`src/rtl/pipe_stage_skid.sv`:
```
// pipe_stage_skid: valid/ready pipeline register with 2-entry skid buffer and split ctrl/data flush values.
// Define PIPE_STAGE_PERF_EN to build the saturating bubble counter; otherwise bubble_cnt is tied to 0.
module pipe_stage_skid #(
    parameter int                CTRL_W     = 8,
    parameter int                DATA_W     = 128,
    parameter logic [CTRL_W-1:0] CTRL_FLUSH = '0,
    parameter int                CNT_W      = 16
) (
    input  logic              clk,
    input  logic              reset_n,
    input  logic              flush,
    input  logic              in_valid,
    output logic              in_ready,
    input  logic [CTRL_W-1:0] in_ctrl,
    input  logic [DATA_W-1:0] in_data,
    output logic              out_valid,
    input  logic              out_ready,
    output logic [CTRL_W-1:0] out_ctrl,
    output logic [DATA_W-1:0] out_data,
    output logic [CNT_W-1:0]  bubble_cnt
);
    typedef enum logic [1:0] {EMPTY, ONE, TWO} state_t;

    state_t            state, state_nx;
    logic [CTRL_W-1:0] main_ctrl, skid_ctrl;
    logic [DATA_W-1:0] main_data, skid_data;
    logic              acc, pop, load_main, load_skid, skid_to_main;

    // Both handshake outputs decode straight from the state flop, so neither sees a comb input path.
    assign in_ready  = state != TWO;
    assign out_valid = state != EMPTY;
    assign acc       = in_valid && in_ready;
    assign pop       = out_valid && out_ready;
    assign out_ctrl  = out_valid ? main_ctrl : CTRL_FLUSH;
    assign out_data  = main_data;

    always_ff @(posedge clk or negedge reset_n) begin
        if (!reset_n) state <= EMPTY;
        else          state <= state_nx;
    end

    always_comb begin
        state_nx     = state;
        load_main    = 1'b0;
        load_skid    = 1'b0;
        skid_to_main = 1'b0;
        if (flush) begin
            state_nx = EMPTY;
        end else begin
            case (state)
                EMPTY: begin
                    load_main = acc;
                    state_nx  = acc ? ONE : EMPTY;
                end
                ONE: begin
                    load_main = acc && pop;
                    load_skid = acc && !pop;
                    state_nx  = (acc && !pop) ? TWO : (!acc && pop) ? EMPTY : ONE;
                end
                TWO: begin
                    skid_to_main = pop;
                    state_nx     = pop ? ONE : TWO;
                end
                default: state_nx = EMPTY;
            endcase
        end
    end

    always_ff @(posedge clk or negedge reset_n) begin
        if (!reset_n) begin
            main_ctrl <= CTRL_FLUSH;
            main_data <= '0;
            skid_ctrl <= CTRL_FLUSH;
            skid_data <= '0;
        end else if (flush) begin
            main_ctrl <= CTRL_FLUSH;
            main_data <= '0;
            skid_ctrl <= CTRL_FLUSH;
            skid_data <= '0;
        end else begin
            if (load_main) begin
                main_ctrl <= in_ctrl;
                main_data <= in_data;
            end else if (skid_to_main) begin
                main_ctrl <= skid_ctrl;
                main_data <= skid_data;
            end
            if (load_skid) begin
                skid_ctrl <= in_ctrl;
                skid_data <= in_data;
            end
        end
    end

`ifdef PIPE_STAGE_PERF_EN
    logic [CNT_W-1:0] cnt;

    always_ff @(posedge clk or negedge reset_n) begin
        if (!reset_n)                                              cnt <= '0;
        else if (out_ready && !out_valid && !flush && cnt != '1) cnt <= cnt + 1'b1;
    end

    assign bubble_cnt = cnt;
`else
    assign bubble_cnt = '0;
`endif
endmodule
```
`config.mk`:
```
export PLATFORM = sky130hd
export DESIGN_NAME = pipe_stage_skid
export DESIGN_NICKNAME = d
export VERILOG_FILES = /design/src/rtl/pipe_stage_skid.sv
export SDC_FILE = /design/constraint.sdc
export NUM_CORES = 1
export LEC_CHECK = 0
export ABC_AREA = 1
export CORE_UTILIZATION = 51
export DETAILED_ROUTE_END_ITERATION = 8
export PLACE_DENSITY = 0.82
export REMOVE_ABC_BUFFERS = 1
export SYNTH_ARGS = -nofsm -noshare
export SYNTH_HDL_FRONTEND = slang
export SYNTH_SLANG_ARGS = --single-unit
```
`constraint.sdc`:
```
create_clock -name clk -period 5.2 [get_ports clk]
set_clock_uncertainty 0.2 [all_clocks]
set_input_delay 1.3 -clock clk [delete_from_list [all_inputs] [get_ports clk]]
set_output_delay 1.3 -clock clk [all_outputs]
set_load 0.02 [all_outputs]
```
### Word-level counts from Yosys, hierarchy flattened

Index checks and enable logic that the tools add are counted.

* flip-flop bits (word level): 274
* input bits: 141
* output and inout port bits: 154
* word-level logic and storage cells: 42

* equality and inequality tests: 3
* mux-type cells: 23
* reduce and logical (&&, ||, !) cells: 11

Operators with widths (number)
* $mux W128: 5
* $mux W8: 6
* $mux W1: 7
* $mux W2: 3
* $pmux W2 S3: 1
* $logic_and A1 B1 Y1: 5
* $reduce_bool A2 Y1: 2
* $reduce_bool A3 Y1: 1
* $eq A2 B1 Y1 const B: 1
* $eq A2 B2 Y1 const B: 1
* $logic_not A1 Y1: 2
* $logic_not A2 Y1: 1
* $ne A2 B2 Y1 const B: 1
* $pmux W1 S2: 1

### Depth between registers and ports, before layout

* depth after elaboration: 8
* gate-level depth with buffers: 13
* depth with buffers taken out: 10

### Worst setup path before layout

Ideal clock, no wire load.

* kind: input-to-reg
* from: input port in_valid
* to: register main_data[79], in the netlist out_data[79]
* setup time: 123 ps
* arrival time: 2517 ps
* required time: 4877 ps
* slack: 2359 ps
* stages on the path: 10
* path buffers: 3
* path through: a21boi_0 -> ha_1 -> nand3_2 -> buf_4 -> nand2_1 -> buf_4 -> buf_2 -> nand2_1 -> nand2_1 -> o21ai_1

* longest elaborated chain between the ends: 6
* elaborated cells between the ends (all ways): 7
* those cells by class: 4 x mux; 3 x reduce/logical

Ends and longest elaborated chain
* start, declared: line 12 `input logic in_valid,`
* $logic_and A1 B1 Y1 (*): line 32 `assign acc = in_valid && in_ready;`
* $logic_and A1 B1 Y1: line 56 `load_main = acc && pop;`
* $pmux W1 S2 (*): line 50 `case (state)`
* $mux W1 (*): line 47 `if (flush) begin`
* $mux W128: line 81 `if (load_main) begin`
* $mux W128: line 75 `end else if (flush) begin`
* end signal, assigned: line 83 `main_data <= in_data;`
* end signal, assigned: line 86 `main_data <= skid_data;`
* end, declared: line 26 `logic [DATA_W-1:0] main_data, skid_data;`

Mark *: on every way between the ends. The rest lies on a longest branch, timed or not.
A chain may end at the register's enable or synchronous reset.

### Final worst setup path

* from: register state[0]
* to: output port out_valid

* longest elaborated chain between the ends: 1

Ends and longest elaborated chain
* start, declared: line 24 `state_t state, state_nx;`
* start signal, assigned: line 39 `else state <= state_nx;`
* $reduce_bool A2 Y1: line 31 `assign out_valid = state != EMPTY;`
* end, declared: line 16 `output logic out_valid,`

No other way between the ends.

==> results.json <==
{
  "run_status": "finished clean",
  "clk_transition_reported_paths_ns": 0.06,
  "synth_area_leaders": "dfrtp_1 (54%), nand3_1 (11%), inv_1 (8.5%)",
  "place_congestion": 0.797,
  "vias_per_cell": 5.52,
  "netSwitchingPower_mw": 1.60,
  "ys_ff_latch": 274,
  "switching_share_pct": 28.4,
  "critPathCaptureType": "primary output",
  "holdPathStages": 2,
  "p_comb_share_pct": 19.3,
  "fin_setup_tns_ns": 0,
  "synth_compound_area_share_pct": 12.2,
  "grt_pass1_wl_um": 58100,
  "cts-hold-fix-buffers": 0,
  "antenna_found_initial": 0,
  "synth_xor_xnor_area_share_pct": 0,
  "numCtsBuffers": 29,
  "wl_per_cell_um": 16.9,
  "grt_pass1_vias": 11600,
  "p_int_mw": 4.03,
  "cp_top_family": "buffers and inverters",
  "arrival_ns": 2.24,
  "design_area_mm2": 0.0166,
  "ys_types": 22,
  "post_dp_cell_area_mm2": 0.0155,
  "hold_class": "flip-flop to flip-flop",
  "cp.depth": 3,
  "drv_cap": 0,
  "cts.sinks": 274,
  "clk_latency_ns": 0.53,
  "clkPwrFrac_pct": 38.9,
  "cts-htree-levels": 1,
  "crit_end": "out_valid",
  "syn_area_mm2": 0.0127,
  "r2r_cells": 8,
  "grt_usage_pct": 27.9,
  "synth.avg_cell_area_um2": 8.21,
  "dr_total_vias": 11600,
  "leakagePower_nw": 8.09,
  "yosysWarnings": 0,
  "critical_path.max_stage_delay_ns": 0.59,
  "maxSlewViolCount": 0,
  "start_util_pct": 52.1,
  "finalNetCount": 1897,
  "peakVddDrop_v": 0.000200,
  "slowest_stage": "nor2_1",
  "core-area_mm2": 0.0243,
  "hold_violations": 0,
  "drtIter0Drc": 1025,
  "ant_nets": 0,
  "layout-drive-gt1-share_pct": 4.50,
  "finalSetupViolations": 0,
  "fillers": 1838,
  "drcViolationCount": 0,
  "die_area_mm2": 0.0255,
  "synth_largest_area_cell": "dfrtp_1",
  "synth-seq-area-share_pct": 54.1,
  "diodes": 0,
  "netlist.area_leader.share_pct": 54.1,
  "crit-reg2reg-launch": "state[0]",
  "cp_max_fo": 11,
  "dp_slack_ns": 1.15,
  "power_frac_seq_pct": 41.8,
  "seqCellArea_mm2": 0.00686,
  "grt_setup_unrepaired": "false",
  "worstPathRequired_ns": 3.70,
  "cts_tree": "yes",
  "die_w_um": 160,
  "synthAdderAreaFrac_pct": 0.197,
  "synth_top_family_by_area": "simple AND/OR/NAND/NOR gates",
  "wl_um": 35500,
  "startpoint_type": "flip-flop",
  "dpl.hpwl_um": 20700,
  "crit_chain": "nor2_1 > inv_1 > clkdlybuf4s50_1",
  "ioPinCount": 295,
  "worst_pin_slew_ns": 1.06,
  "multiInputGateArea_mm2": 0.00417,
  "total_power_mw": 5.63,
  "drtPass1Iterations": 5,
  "rrSetupSlack_ns": 1.96,
  "finalCriticalPeriod_ns": 3.74,
  "layout_commonest_cell": "inv_1",
  "grt_max_degree": 137,
  "setup_slack_ns": 1.46,
  "cts_buffer_depth": 3,
  "placementRows": 57,
  "cts_setup_buffers": 0,
  "critPathLaunch": "state[0]",
  "power_density_mw_per_mm2": 340,
  "synthSimpleGateAreaFrac_pct": 19.7,
  "finalCritPeriodShare_pct": 71.9,
  "timing.critical_path.buf_inv": 2,
  "clk_root_buffer_cell": "clkbuf_16",
  "post_cts_resized": 0,
  "die_h_um": 160,
  "r2r_end": "out_data[127]",
  "max_freq_ghz": 0.268,
  "numPortBuffers": 278,
  "grt_overflow_total": 0,
  "layout_common_cells": "inv_1 (286), nand2_1 (277), clkdlybuf4s50_1 (277)",
  "syn_to_final_growth_pct": 30.6,
  "synthMuxAreaShare_pct": 0,
  "fin_hold_ws_ns": 0.319,
  "synth_cells": 1544,
  "worstSetupPathType": "flip-flop to primary output",
  "slew_headroom_pct": 29.5
}
[worst min-delay path by stage]
stage | startpoint | endpoint
after global routing | out_data[126] | out_data[126]
final | out_data[110] | out_data[110]
after CTS | out_data[126] | out_data[126]
after detailed placement | out_data[0] | out_data[0]
after floorplan | skid_data[108] | skid_data[108]
after global placement | out_data[109] | out_data[109]
[metrics by stage]
step                      instances  util (%)
final                          2100      68.1
after global routing           2100      68.1
after CTS                      2100      68.1
after detailed placement       2047      63.9
after global placement         2047      63.9
after floorplan                1425         -
[cell usage after synthesis]
cell type and count:
clkbuf_2 1, o21ai_1 130, nand2_1 280, ha_1 2
o31ai_1 1, inv_2 3, nand2_2 1, buf_2 34
buf_1 6, inv_1 286, clkbuf_1 64, nand3_1 275
buf_6 1, o22ai_1 135, o21ai_0 8, a21boi_0 1
nand3_2 2, conb_1 1, buf_4 28, nand4_1 1
dfrtp_1 274, nor2_1 10
[registers in the layout (all words and copies together), names as in the netlist]
name       flops
main_ctrl      8
out_data     128
skid_ctrl      8
skid_data    128
state          2
[logic make-up (layout without fill, tap and decap cells)]
group / Yosys count / after routing
adder cells (fa/ha/maj): 2 / 2
flip-flops: 274 / 274
AO/OA/AOI/OAI: 275 / 275
other: 1 / 16
AND/OR/NAND/NOR: 569 / 569
buffers and inverters: 423 / 640
[worst reg2reg max path: stages (launching register included)]
cell and delay, ns:
dfrtp_1 0.46, nor2_1 0.59, nor2_1 0.14, ha_1 0.25, nand3_4 0.13, nand3_2 0.14
nand2_4 0.56, buf_4 0.49, o21ai_1 0.15
[power by group through the flow]
stage,clock [mW],sequential [mW],combinational (mW)
5_1_grt,2.30,2.36,1.19
2_1_floorplan,0,2.47,0.487
6_report,2.19,2.35,1.09
4_1_cts,2.21,2.35,1.09
3_5_place_dp,0,2.38,1.08
3_3_place_gp,0,2.38,1.06
[final cells by class]
class | instances | share of cell area [%]
Multi-Input combinational cell | 862 | 25.2
Inverter | 289 | 6.58
Clock buffer | 36 | 4.78
Sequential cell | 274 | 41.4
Tap cell | 324 | 2.45
Clock inverter | 17 | 1.34
Timing Repair Buffer | 298 | 18.3
[metal layers]
layer  GRT usage [%]  vias to the layer above  routed length (um)  share of wire [%]
li1                -                     5352                   -                  -
met1            36.9                     5534               14000                 39
met2            45.9                      621               17300                 49
met4            12.4                        0                1380                3.9
met5               0                        -                   0                  0
met3            3.90                       88                2860                8.1
(Power assumes the default switching activity.)
